`config.mk`:
```
export PLATFORM = sky130hd
export DESIGN_NAME = signed_arith_unit
export DESIGN_NICKNAME = d
export VERILOG_FILES = /design/src/rtl/signed_arith_unit.sv
export SDC_FILE = /design/constraint.sdc
export NUM_CORES = 1
export LEC_CHECK = 0
export BUFFER_PORTS_ARGS = -buffer_cell sky130_fd_sc_hd__buf_2
export CAP_MARGIN = 5
export CORE_ASPECT_RATIO = 1.25
export CORE_MARGIN = 10
export CORE_UTILIZATION = 45
export CTS_CLUSTER_SIZE = 14
export DETAILED_ROUTE_END_ITERATION = 12
export GPL_ROUTABILITY_DRIVEN = 0
export HOLD_SLACK_MARGIN = 0.03
export SYNTH_ARGS = -nofsm -noshare
export SYNTH_HDL_FRONTEND = slang
export SYNTH_SLANG_ARGS = --single-unit
```
`constraint.sdc`:
```
create_clock -name clk -period 4.1 [get_ports clk]
set_input_delay 0.615 -clock clk [delete_from_list [all_inputs] [get_ports clk]]
set_output_delay 0.615 -clock clk [all_outputs]
set_load 0.01 [all_outputs]
```
`src/rtl/signed_arith_unit.sv`:
```
// Multi-cycle signed/unsigned arithmetic unit: bit-serial shifts, compare, negate,
// absolute value and saturating add behind a valid/ready command/result handshake.
module signed_arith_unit #(
    parameter int unsigned WIDTH   = 16,
    parameter int unsigned SHAMT_W = 5
) (
    input  logic               clk,
    input  logic               reset,
    input  logic               in_valid,
    output logic               in_ready,
    input  logic [2:0]         in_op,
    input  logic               in_signed,
    input  logic [WIDTH-1:0]   in_a,
    input  logic [WIDTH-1:0]   in_b,
    input  logic [SHAMT_W-1:0] in_shamt,
    output logic               out_valid,
    input  logic               out_ready,
    output logic [WIDTH-1:0]   out_result,
    output logic               out_flag
);

    localparam logic [2:0] OP_SHR = 3'd0;
    localparam logic [2:0] OP_SHL = 3'd1;
    localparam logic [2:0] OP_CMP = 3'd2;
    localparam logic [2:0] OP_NEG = 3'd3;
    localparam logic [2:0] OP_ABS = 3'd4;
    localparam logic [2:0] OP_ADD = 3'd5;

    localparam logic [WIDTH-1:0]   S_MIN   = {1'b1, {(WIDTH-1){1'b0}}};
    localparam logic [WIDTH-1:0]   S_MAX   = {1'b0, {(WIDTH-1){1'b1}}};
    localparam logic [SHAMT_W-1:0] SH_MAX  = SHAMT_W'(WIDTH);
    localparam logic [SHAMT_W-1:0] SH_ONE  = SHAMT_W'(1);

    typedef enum logic [1:0] {
        IDLE  = 2'd0,
        SHIFT = 2'd1,
        DONE  = 2'd2
    } state_t;

    state_t               state_q;
    logic                 in_ready_q;
    logic                 out_valid_q;
    logic [WIDTH-1:0]     res_q;
    logic                 flag_q;
    logic [SHAMT_W-1:0]   cnt_q;
    logic [WIDTH-1:0]     work_q;
    logic                 sticky_q;
    logic                 sgn_q;
    logic                 shl_q;

    logic [WIDTH-1:0]     alu_res;
    logic                 alu_flag;
    logic                 gt;
    logic [WIDTH:0]       sum_ext;
    logic [WIDTH-1:0]     neg_a;
    logic [SHAMT_W-1:0]   shamt_clamped;
    logic                 is_shift;
    logic [WIDTH-1:0]     step_val;
    logic                 step_flag;

    assign in_ready   = in_ready_q;
    assign out_valid  = out_valid_q;
    assign out_result = res_q;
    assign out_flag   = flag_q;

    assign sum_ext       = {1'b0, in_a} + {1'b0, in_b};
    assign neg_a         = '0 - in_a;
    assign shamt_clamped = (in_shamt > SH_MAX) ? SH_MAX : in_shamt;
    assign is_shift      = (in_op == OP_SHR) || (in_op == OP_SHL);
    assign gt            = in_signed ? ($signed(in_a) > $signed(in_b)) : (in_a > in_b);

    // Single-cycle ops, evaluated on the command inputs at the accept edge
    always_comb begin
        alu_res  = '0;
        alu_flag = 1'b0;
        case (in_op)
            OP_SHR, OP_SHL: alu_res = in_a;
            OP_CMP: begin
                alu_flag = gt;
                alu_res  = {{(WIDTH-1){1'b0}}, gt};
            end
            OP_NEG: begin
                if (in_signed && (in_a == S_MIN)) begin
                    alu_res  = S_MAX;
                    alu_flag = 1'b1;
                end else begin
                    alu_res  = neg_a;
                    alu_flag = !in_signed && (in_a != '0);
                end
            end
            OP_ABS: begin
                if (!in_signed || !in_a[WIDTH-1]) begin
                    alu_res = in_a;
                end else if (in_a == S_MIN) begin
                    alu_res  = S_MAX;
                    alu_flag = 1'b1;
                end else begin
                    alu_res = neg_a;
                end
            end
            OP_ADD: begin
                if (in_signed) begin
                    if ((in_a[WIDTH-1] == in_b[WIDTH-1]) &&
                        (sum_ext[WIDTH-1] != in_a[WIDTH-1])) begin
                        alu_res  = in_a[WIDTH-1] ? S_MIN : S_MAX;
                        alu_flag = 1'b1;
                    end else begin
                        alu_res = sum_ext[WIDTH-1:0];
                    end
                end else if (sum_ext[WIDTH]) begin
                    alu_res  = '1;
                    alu_flag = 1'b1;
                end else begin
                    alu_res = sum_ext[WIDTH-1:0];
                end
            end
            default: alu_flag = 1'b1;
        endcase
    end

    // One shift step; signed SHL flags any change of the MSB across the step
    always_comb begin
        if (shl_q) begin
            step_val  = {work_q[WIDTH-2:0], 1'b0};
            step_flag = sgn_q ? (work_q[WIDTH-1] ^ work_q[WIDTH-2]) : work_q[WIDTH-1];
        end else begin
            step_val  = {sgn_q & work_q[WIDTH-1], work_q[WIDTH-1:1]};
            step_flag = work_q[0];
        end
    end

    always_ff @(posedge clk) begin
        if (reset) begin
            state_q     <= IDLE;
            in_ready_q  <= 1'b0;
            out_valid_q <= 1'b0;
            res_q       <= '0;
            flag_q      <= 1'b0;
            cnt_q       <= '0;
            work_q      <= '0;
            sticky_q    <= 1'b0;
            sgn_q       <= 1'b0;
            shl_q       <= 1'b0;
        end else begin
            case (state_q)
                IDLE: begin
                    in_ready_q <= 1'b1;
                    if (in_valid && in_ready_q) begin
                        in_ready_q <= 1'b0;
                        sgn_q      <= in_signed;
                        shl_q      <= (in_op == OP_SHL);
                        work_q     <= in_a;
                        sticky_q   <= 1'b0;
                        if (is_shift && (shamt_clamped != '0)) begin
                            cnt_q   <= shamt_clamped;
                            state_q <= SHIFT;
                        end else begin
                            res_q       <= alu_res;
                            flag_q      <= alu_flag;
                            out_valid_q <= 1'b1;
                            state_q     <= DONE;
                        end
                    end
                end
                SHIFT: begin
                    work_q   <= step_val;
                    sticky_q <= sticky_q | step_flag;
                    if (cnt_q == SH_ONE) begin
                        cnt_q       <= '0;
                        res_q       <= step_val;
                        flag_q      <= sticky_q | step_flag;
                        out_valid_q <= 1'b1;
                        state_q     <= DONE;
                    end else begin
                        cnt_q <= cnt_q - SH_ONE;
                    end
                end
                DONE: begin
                    if (out_ready) begin
                        out_valid_q <= 1'b0;
                        in_ready_q  <= 1'b1;
                        state_q     <= IDLE;
                    end
                end
                default: begin
                    state_q    <= IDLE;
                    in_ready_q <= 1'b0;
                end
            endcase
        end
    end

endmodule
```
## After elaboration in Yosys (flattened, before gate mapping)

Index checks and enable logic that the tools add are counted.

| word-level totals | value |
|---|---|
| bits of input ports | 45 |
| output and inout port bits | 19 |
| word-level logic and storage cells | 108 |
| flip-flop bits (word level) | 45 |

| cells by class | value |
|---|---|
| $lt $le $gt $ge | 3 |
| add/subtract/negate cells | 3 |
| multiplexer cells | 49 |
| reduce and logical (&&, ||, !) cells | 23 |
| equality and inequality tests | 16 |
| bitwise gates (word level) | 4 |

Operator list:

| operator | count |
|---|---|
| $mux W16 | 12 |
| $pmux W16 S5 | 1 |
| $pmux W16 S2 | 2 |
| $gt A16 B16 Y1 | 2 |
| $mux W5 | 4 |
| $mux W1 | 19 |
| $add A16 B16 Y17 | 1 |
| $eq A16 B16 Y1 const B | 1 |
| $reduce_bool A16 Y1 | 1 |
| $sub A1 B16 Y16 const A | 1 |
| $ne A2 B2 Y1 const B | 5 |
| $pmux W5 S2 | 1 |
| $mux W2 | 4 |
| $eq A3 B2 Y1 const B | 2 |
| $eq A3 B3 Y1 const B | 2 |
| $pmux W1 S3 | 2 |
| $pmux W2 S3 | 1 |
| $reduce_and A2 Y1 | 3 |
| $reduce_and A3 Y1 | 2 |
| $eq A5 B1 Y1 const B | 1 |
| $gt A5 B5 Y1 const B | 1 |
| $logic_and A1 B1 Y1 | 5 |
| $pmux W1 S5 | 1 |
| $reduce_and A5 Y1 | 1 |
| 20 further kinds | 23 |

## Longest topological paths before layout

Gate-level depths: netlist of the first run.

| depth | value |
|---|---|
| word-level depth | 9 |
| mapped depth | 16 |
| gate-level depth less buffers | 14 |

## Least setup slack after synthesis of the first run

Ideal clock, no wire load.

| timing path | value |
|---|---|
| path type | in2reg |
| start point | input in_b[1] |
| end point | register res_q[13] (netlist: out_result[13]) |
| data required time | 4.014 ns |
| setup time | 0.086 ns |
| setup slack | 0.280 ns |
| arrival time | 3.734 ns |
| cell stages on the path | 15 |
| buffers on the path | 1 |
| cells stage by stage | inv_1 -> ha_1 -> nand2b_1 -> a2111oi_0 -> nor4_1 -> nor3_1 -> a21oi_1 -> o21ai_0 -> fa_1 -> xor2_1 -> nand2_1 -> a21oi_2 -> buf_6 -> o21ai_0 -> a211oi_1 |

| between the ends | value |
|---|---|
| cells in the longest elaborated chain, start to end | 9 |
| elaborated cells between the ends (all ways) | 10 |
| classes of those cells | add/sub: 1; eq/ne: 1; mux: 7; reduce/logical: 1 |

Ends and longest elaborated chain:

| element | RTL line | RTL |
|---|---|---|
| from (decl) | 14 | `input logic [WIDTH-1:0] in_b,` |
| $add A16 B16 Y17 (*) | 66 | `assign sum_ext = {1'b0, in_a} + {1'b0, in_b};` |
| $ne A1 B1 Y1 | 104 | `(sum_ext[WIDTH-1] != in_a[WIDTH-1])) begin` |
| $logic_and A1 B1 Y1 | 103 | `if ((in_a[WIDTH-1] == in_b[WIDTH-1]) &&` |
| $mux W16 | 103 |  |
| $mux W16 (*) | 102 | `if (in_signed) begin` |
| $pmux W16 S5 (*) | 76 | `case (in_op)` |
| $mux W16 (*) | 154 | `if (is_shift && (shamt_clamped != '0)) begin` |
| $mux W16 (*) | 148 | `if (in_valid && in_ready_q) begin` |
| $pmux W16 S2 (*) | 145 | `case (state_q)` |
| to (signal assigned) | 158 | `res_q <= alu_res;` |
| to (signal assigned) | 170 | `res_q <= step_val;` |
| to (decl) | 43 | `logic [WIDTH-1:0] res_q;` |

Mark *: on every way between the ends. The rest lies on a longest branch, timed or not. The select of a mux whose other input is x is not followed.
A chain may end at the register's enable or synchronous reset.

## Worst setup path after layout of the first run

| timing path | value |
|---|---|
| start point | input in_b[1] |
| end point | register res_q[3] (netlist: out_result[3]) |

Same word-level chain as after synthesis.

==> results.tsv, run 1 <==
metric	value	unit
status	complete, no violations	
Fin Hold WS	0.474	ns
asr flop ratio synth	0	%
DRT iter0 DRCs	638	
Final Hold Vio Count	0	
Starting Density	46.0	%
yosys synthesis warning count	0	
number of nets in the layout	800	
antenna viol nets, final	0	
maximum clock path buffer count	2	
Yosys top cell area share	19.4	%
total power	0.00194	W
M3 GR Usage	3.28	%
Chip Width	111	um
DRC	0	
total grt overflow	0	
Synth cell types	72	
predominant post-synthesis flop cell	dfxtp_1	
clock tree from TritonCTS	done	
# diodes	0	
CTS H-tree lvls	2	
max_cap viols	0	
layout cell share with drive strength beyond 1	16.8	%
DR vias	5103	
most numerous cell in the Yosys netlist	nor2_1	
Die ar.	0.0148	mm^2
Cells after Synth	658	
GR Util met2	36.1	%
syn nets	743	
Mapped Avg Cell Area	7.07	um^2
leak pwr	2.17	nW
final worst-path cycle share	94.9	%
# fillers	1019	
unrepaired setup endpoints after global routing	false	
Root Buffer	clkbuf_16	
DRT Wirelength	15.7	mm
CTS resizes	0	
Max transition margin	37.4	%
first-pass GRT wire length	25.9	mm
power density over cell area	366	mW/mm^2
share of the yosys chip area belonging to registers	19.4	%
# port buffers	63	
FP Rows	41	
WS Path Type	input pin to flop	
Cell Area, Synth	0.00465	mm^2
Fmax	0.257	GHz
critical path peak fanout	12	
nature of the critical path endpoint	flop	
met1 Usage GRT	24.2	%
I/O pin total	64	
number of global-route vias before repair	5102	
Worst EP required	4.30	ns
Inst Count DP	837	
Pre-antenna DRT Iters	5	
wire per inst	18.5	um
Post-synth EDFFs	0	
startpoint types	input pin	
Synth area leader	dfxtp_1	
final setup fails	0	
Worst IR Drop VDD	154	uV
clock period minus worst slack	3.89	ns
HP Class	flop to flop	
Post-CTS Setup Inserts	0	
pin count of the biggest net entering global routing	48	
CTS Sinks	45	
area grow syn2layout	13.9	%
antenna violations before repair	0	
routed vias/inst	6.04	
clock-pin slew on the worst setup and hold paths	0.07	ns
crit path DAT	4.09	ns
Hold Buf Count CTS	0	
Finished Layout Cells	845	
CTS buffer count	5	
grt peak-use layer	met2	
detailed placement HPWL	12.1	mm
worst clock skew	0.00484	ns
Worst-Skew Late Latency	0.29	ns
synth top area cells	dfxtp_1 19%, ha_1 10%, a21oi_1 7.4%, nor2_1 6.5%, nand2_1 5.8%	
Core Footprint	0.0101	mm^2
number of synthesized register bits	45	
Worst Max-Slew Pin Slew	0.940	ns
Vert. Die Dim	134	um
commonest cells in the netlist	80 x nor2_1, 72 x nand2_1, 69 x a21oi_1, 45 x dfxtp_1, 45 x o21ai_0	
GRT Total Usage	20.5	%
Pins Over Slew Limit	0	
-- final timing paths --
path	cells past startpoint	endpoint	slack [ns]	start
max reg2reg	9	out_result[14]$_SDFFE_PP0P_	1.38	state_q[1]$_SDFFE_PP0P_
max	17	out_result[3]$_SDFFE_PP0P_	0.21	in_b[1]
min reg2reg	2	work_q[11]$_SDFFE_PP0P_	0.47	work_q[11]$_SDFFE_PP0P_
min	2	work_q[11]$_SDFFE_PP0P_	0.47	work_q[11]$_SDFFE_PP0P_
-- layout make-up --
| class | instances | area (um^2) | area share (%) |
|---|---|---|---|
| multi-input cells | 530 | 3420 | 64.5 |
| flip-flops and latches | 45 | 901 | 17.0 |
| repair buffers | 89 | 510 | 9.64 |
| inverters | 44 | 165 | 3.12 |
| well taps | 129 | 161 | 3.05 |
| clock buffers | 7 | 133 | 2.50 |
| clock inverters | 1 | 7.51 | 0.142 |
-- cells in the final DEF, fill, tap and decap left out, types with 13 or more instances in the layout --
cell      instances
a21oi_1          69
o21ai_0          44
nor2b_1          13
nor2_1           80
ha_1             38
mux2i_1          13
inv_1            44
dfxtp_1          45
buf_4            26
buf_2            63
a211oi_1         14
nand2_1          72
nor3_1           19
a311oi_1         15
-- report_power, final --
group	leakage [nW]	total (W)	internal, W	switching, W
clock	0.0641	0.000408	0.000227	0.000181
combinational	1.74	0.000924	0.000365	0.000559
sequential	0.366	0.000606	0.000534	0.0000724
-- worst max-delay path, cell delays in order --
cell	delay [ns]
buf_2	0.12
inv_1	0.05
ha_1	0.29
nand2b_1	0.16
a2111oi_0	0.42
buf_4	0.21
nor4_1	0.05
nor3_1	0.31
a21oi_1	0.12
o21ai_0	0.22
fa_1	0.48
xor2_1	0.16
nand2_1	0.08
a21oi_2	0.19
buf_4	0.22
o21ai_0	0.12
a311oi_1	0.27
-- per-stage QoR --
step	setup slack (ns)	util [%]	TNS [ns]	cell area (um^2)
global route	0.0244	52.4	0	5300
detailed placement	-0.0554	51.0	-0.148	5160
global placement	0.0653	51.0	0	5160
CTS	0.220	52.4	0	5300
finish	0.209	52.4	0	5300
floorplan	0.280	-	0	4650
-- sequential cells by signal (all words and copies together) (netlist names) --
name,count
out_flag,1
sgn_q,1
shl_q,1
in_ready,1
cnt_q,5
work_q,16
sticky_q,1
out_result,16
out_valid,1
state_q,2
-- layer usage --
| metal | routed length (um) | vias up | share of wire (%) |
|---|---|---|---|
| met3 | 985 | 30 | 6.3 |
| met4 | 385 | 0 | 2.5 |
| met5 | 0 | - | 0 |
| li1 | - | 2485 | - |
| met2 | 7790 | 209 | 50 |
| met1 | 6500 | 2379 | 41 |
-- kinds of logic (layout without fill, tap and decap cells) --
kind of cell | Yosys count | in the layout | share of synthesized area [%]
AND/OR/NAND/NOR | 241 | 241 | 24.9
flip-flops | 45 | 45 | 19.4
XOR/XNOR | 20 | 20 | 3.77
multiplexers | 20 | 20 | 4.49
adder cells (fa/ha/maj) | 40 | 40 | 11.1
buffers and inverters | 83 | 141 | 7.13
AO/OA/AOI/OAI | 209 | 209 | 29.2
No activity file was read; power rests on OpenSTA's default activity.
==> inputs of run 2 (changes only) <==
- CORE_UTILIZATION: 45 -> 25
- CTS_CLUSTER_DIAMETER: not set -> 100
- clock period: 4.1 -> 4.5 ns (I/O delays scaled with it)
==> run 2 against run 1 <==
Compared with the run above: die area is 65% higher; clock power is 8.6% lower; worst setup slack better by 0.30 ns; sequential share of layout area hardly changed; first-iteration DRC count is 46% lower; non-clock buffer count is 18 lower; cell count is 9.5% higher; total power is 9.6% lower; sequential power is 7.9% lower; routed wire length is 1.3% higher; core utilization is 23 points lower.
==> results.tsv, run 2 (synthesis results as in run 1) <==
metric	value	unit	change
status	complete, no violations		
routed vias/inst	5.30		-12%
DR vias	4904		-3.9%
# diodes	0		unchanged
HP Class	flop to flop		
# port buffers	63		unchanged
Worst Max-Slew Pin Slew	0.970	ns	+0.0303 ns
worst clock skew	0.00490	ns	+0.0000558 ns
Starting Density	25.6	%	-20 points
Max transition margin	35.2	%	-2.2 points
startpoint types	input pin		
wire per inst	17.1	um	-7.5%
GRT Total Usage	12.5	%	-8.1 points
nature of the critical path endpoint	flop		
antenna violations before repair	0		unchanged
Pins Over Slew Limit	0		unchanged
crit path DAT	4.19	ns	+0.10 ns
total grt overflow	0		unchanged
DRT iter0 DRCs	345		-46%
first-pass GRT wire length	25.4	mm	-2.2%
WS Path Type	input pin to flop		
area grow syn2layout	13.8	%	about the same
final setup fails	0		unchanged
Worst EP required	4.69	ns	+0.39 ns
CTS H-tree lvls	2		unchanged
post-route setup TNS	0	ns	unchanged
final worst-path cycle share	88.8	%	
critical path peak fanout	11		-1
number of global-route vias before repair	4713		-7.6%
Hold Buf Count CTS	0		unchanged
pin count of the biggest net entering global routing	48		unchanged
Vert. Die Dim	173	um	+29%
max_cap viols	0		unchanged
antenna viol nets, final	0		unchanged
CTS Sinks	45		unchanged
FP Rows	55		+34%
CTS buffer count	5		unchanged
number of nets in the layout	782		-2.3%
Final Hold Vio Count	0		unchanged
leak pwr	2.09	nW	-3.8%
layout cell share with drive strength beyond 1	14.8	%	-2.0 points
Post-CTS Setup Inserts	0		unchanged
commonest non-fill, non-tap cell in the layout	nor2_1		
Inst Count DP	918		+9.7%
total power	0.00175	W	-9.6%
Worst IR Drop VDD	161	uV	+4.9%
maximum clock path buffer count	2		unchanged
DRT Wirelength	15.9	mm	+1.3%
clock tree from TritonCTS	done		
Worst-Skew Late Latency	0.29	ns	about the same
Finished Layout Cells	925		+9.5%
Pre-antenna DRT Iters	5		unchanged
Fmax	0.250	GHz	
clock period minus worst slack	3.99	ns	
clock-pin slew on the worst setup and hold paths	0.06	ns	about the same
CTS resizes	0		unchanged
unrepaired setup endpoints after global routing	false		
Die ar.	0.0245	mm^2	+65%
Root Buffer	clkbuf_16		
power density over cell area	331	mW/mm^2	-9.5%
I/O pin total	64		unchanged
detailed placement HPWL	12.6	mm	+4.3%
Core Footprint	0.0182	mm^2	+80%
Chip Width	142	um	+28%
DRC	0		unchanged
commonest cells after routing, fill and taps aside	80 x nor2_1, 72 x nand2_1, 69 x a21oi_1		
-- run 2: changes by cell type in the layout (fill, tap and decap cells not counted), sizes merged --
cell	before	now
buf	89	71
clkbuf	7	6
-- run 2: layout make-up --
cell class                 instances  area [um^2]
clock inverter                     1         7.51
timing repair buffer              71          375
inverter                          44          165
fill                            2081        12900
sequential                        45          901
clock buffer                       6          139
tap                              228          285
multi-input combinational        530         3420
-- run 2: worst max-delay path: stages --
cell and delay, ns:
buf_2 0.17, ha_1 0.25, or4_1 0.59, nor4_1 0.36, nor3_1 0.13, a21oi_1 0.15
o21ai_0 0.11, fa_1 0.54, inv_1 0.07, a311oi_2 0.45, and2_1 0.30, o21ai_0 0.12
a311oi_1 0.26
-- run 2: layer usage --
layer / part of all wire, % / routed length, um / global-route usage [%]
met5: 0 / 0 / 0
met2: 48 / 7580 / 20.8
met4: 2.7 / 434 / 4.31
met3: 5.3 / 842 / 1.96
met1: 44 / 7000 / 15.7
-- run 2: through the flow --
step	setup WS [ns]	utilization, %	area (um^2)	hold WS [ns]
6_report	0.505	29.1	5290	0.468
5_1_grt	0.170	29.1	5290	0.493
4_1_cts	0.528	29.1	5290	0.471
3_5_place_dp	0.238	28.3	5150	0.462
3_3_place_gp	0.304	28.3	5150	0.457
2_1_floorplan	0.620	-	4650	0.439
-- run 2: where the power goes --
| part | internal [W] | switching (W) |
|---|---|---|
| sequential | 0.000487 | 0.0000716 |
| combinational | 0.000314 | 0.000507 |
| clock | 0.000218 | 0.000155 |
| total | 0.00102 | 0.000734 |
-- run 2: path summary, 6_finish.rpt --
path / start / endpoint / slack, ns / cells past startpoint
setup reg to reg: state_q[0]$_SDFFE_PP0P_ / out_result[14]$_SDFFE_PP0P_ / 1.78 / 9
hold / removal: work_q[4]$_SDFFE_PP0P_ / work_q[4]$_SDFFE_PP0P_ / 0.47 / 2
setup / recovery: in_a[6] / out_result[4]$_SDFFE_PP0P_ / 0.51 / 13
hold reg to reg: work_q[4]$_SDFFE_PP0P_ / work_q[4]$_SDFFE_PP0P_ / 0.47 / 2
==> inputs of run 3 (changes only) <==
- clock period: 4.5 -> 3.9 ns (I/O delays scaled with it)
==> run 3 against run 2 <==
Compared with the run above: routed wire length increased by 1.7%; clock skew is 0.00093 ns higher; cell area up 5.2%; critical path type unchanged; via count increased by 2.7%; clock power increased by 32%; register-to-register slack lost 0.30 ns; cell count grew 3.6%.
==> results.tsv, run 3 (synthesis results as in run 1) <==
metric	value	unit	change
antenna viol nets, final	0		unchanged
switching share of power	40.4	%	-1.4 points
clock-pin slew on the worst setup and hold paths	0.07	ns	about the same
DRT Wirelength	16.1	mm	+1.7%
CTS H-tree lvls	2		unchanged
Pre-antenna DRT Iters	5		unchanged
DRC	0		unchanged
CTS buffer count	5		unchanged
Flop pwr share	30.3	%	-1.6 points
Worst-Skew Late Latency	0.29	ns	about the same
first-pass GRT wire length	26.1	mm	+2.8%
fin area	0.00557	mm^2	+5.2%
Starting Density	25.6	%	unchanged
routed vias/inst	5.25		-0.89%
HP Class	flop to flop		
commonest non-fill, non-tap cell in the layout	nor2_1		
DRT iter0 DRCs	344		-0.29%
internal power	0.00126	W	+24%
worst clock skew	0.00583	ns	+0.000930 ns
number of global-route vias before repair	4871		+3.4%
CTS Sinks	45		unchanged
Pins Over Slew Limit	0		unchanged
clock tree from TritonCTS	done		
Fmax	0.278	GHz	
Vert. Die Dim	173	um	unchanged
Worst EP required	4.05	ns	-0.64 ns
Chip Width	142	um	unchanged
Die ar.	0.0245	mm^2	unchanged
Clock power frac	23.3	%	+2.0 points
final worst-path cycle share	92.1	%	
total grt overflow	0		unchanged
status	complete, no violations		
Logic pwr share	46.4	%	-0.5 points
# diodes	0		unchanged
WS Path Type	input pin to flop		
detailed placement HPWL	12.9	mm	+1.9%
GRT Total Usage	12.8	%	+0.38 points
I/O pin total	64		unchanged
layout cell share with drive strength beyond 1	18.5	%	+3.7 points
final setup fails	0		unchanged
FP Rows	55		unchanged
# port buffers	63		unchanged
# fillers	2038		-2.1%
Post-CTS Setup Inserts	0		unchanged
clock period minus worst slack	3.59	ns	
crit path DAT	3.74	ns	-0.45 ns
final core utilization	30.6	%	+1.5 points
antenna violations before repair	0		unchanged
critical path peak fanout	3		-8
nature of the critical path endpoint	flop		
pin count of the biggest net entering global routing	48		unchanged
Final Hold Vio Count	0		unchanged
Max transition margin	39.1	%	+3.9 points
leak pwr	2.26	nW	+8.3%
power density over cell area	381	mW/mm^2	+15%
startpoint types	input pin		
Core Footprint	0.0182	mm^2	unchanged
Worst IR Drop VDD	176	uV	+9.1%
area grow syn2layout	19.7	%	
number of nets in the layout	814		+4.1%
wire per inst	16.8	um	-1.8%
Switch Pwr	0.000857	W	+17%
max_cap viols	0		unchanged
commonest cells after routing, fill and taps aside	80 x nor2_1, 72 x nand2_1, 69 x a21oi_1		
total power	0.00212	W	+21%
DR vias	5034		+2.7%
Post-DP Area	0.00540	mm^2	+4.9%
Worst Max-Slew Pin Slew	0.913	ns	-0.0572 ns
Finished Layout Cells	958		+3.6%
maximum clock path buffer count	2		unchanged
Root Buffer	clkbuf_16		
Inst Count DP	950		+3.5%
unrepaired setup endpoints after global routing	false		
[run 3: power by group through the flow]
stage	sequential (W)	clock, W	combinational (W)
after global routing	0.000659	0.000525	0.00110
after floorplan	0.000647	0	0.000655
final	0.000642	0.000494	0.000985
after CTS	0.000643	0.000505	0.000983
after detailed placement	0.000653	0	0.000978
after global placement	0.000651	0	0.000978
[run 3: per-stage QoR]
stage	worst slack (ns)	hold slack (ns)	setup TNS, ns
floorplan	0.110	0.439	0
global placement	0.0189	0.457	0
detailed placement	-0.0676	0.463	-0.0965
CTS	0.225	0.472	0
global route	0.0233	0.500	0
finish	0.306	0.468	0
[run 3: timing repair]
| action | 4_1_cts | 5_1_grt |
|---|---|---|
| resized for setup | 0 | 2 |
| hold buffers | 0 | 0 |
| setup endpoints to repair | 0 | 12 |
[run 3: final timing paths]
path,depth (start not counted),slack [ns],endpoint,startpoint
min reg2reg,2,0.47,work_q[2]$_SDFFE_PP0P_,work_q[2]$_SDFFE_PP0P_
max reg2reg,10,1.48,out_result[9]$_SDFFE_PP0P_,state_q[0]$_SDFFE_PP0P_
max,16,0.31,out_result[2]$_SDFFE_PP0P_,in_a[1]
min,2,0.47,work_q[2]$_SDFFE_PP0P_,work_q[2]$_SDFFE_PP0P_
[run 3: final cells by class]
cell class | instances | area [um^2] | share of cell area (%)
multi-input cells | 530 | 3420 | 61.4
flip-flops and latches | 45 | 901 | 16.2
repair buffers | 103 | 628 | 11.3
well taps | 228 | 285 | 5.12
inverters | 44 | 165 | 2.97
clock buffers | 6 | 129 | 2.31
clock inverters | 2 | 38.8 | 0.697
[run 3: critical path, stage by stage]
cell	delay, ns
buf_2	0.11
ha_1	0.31
nand2b_1	0.17
a2111oi_1	0.42
buf_4	0.18
nor4_1	0.05
nor3_1	0.23
a21oi_1	0.11
o21ai_1	0.16
fa_1	0.46
inv_1	0.10
a311oi_2	0.11
buf_4	0.18
a221o_1	0.32
a211oi_2	0.15
o22ai_1	0.08
[run 3: per-layer routing]
layer | vias up | GRT usage, % | wire, um
met5 | - | 0 | 0
met2 | 222 | 21.6 | 7880
li1 | 2502 | - | -
met1 | 2294 | 16.3 | 6850
met4 | 0 | 3.28 | 222
met3 | 16 | 2.29 | 1190
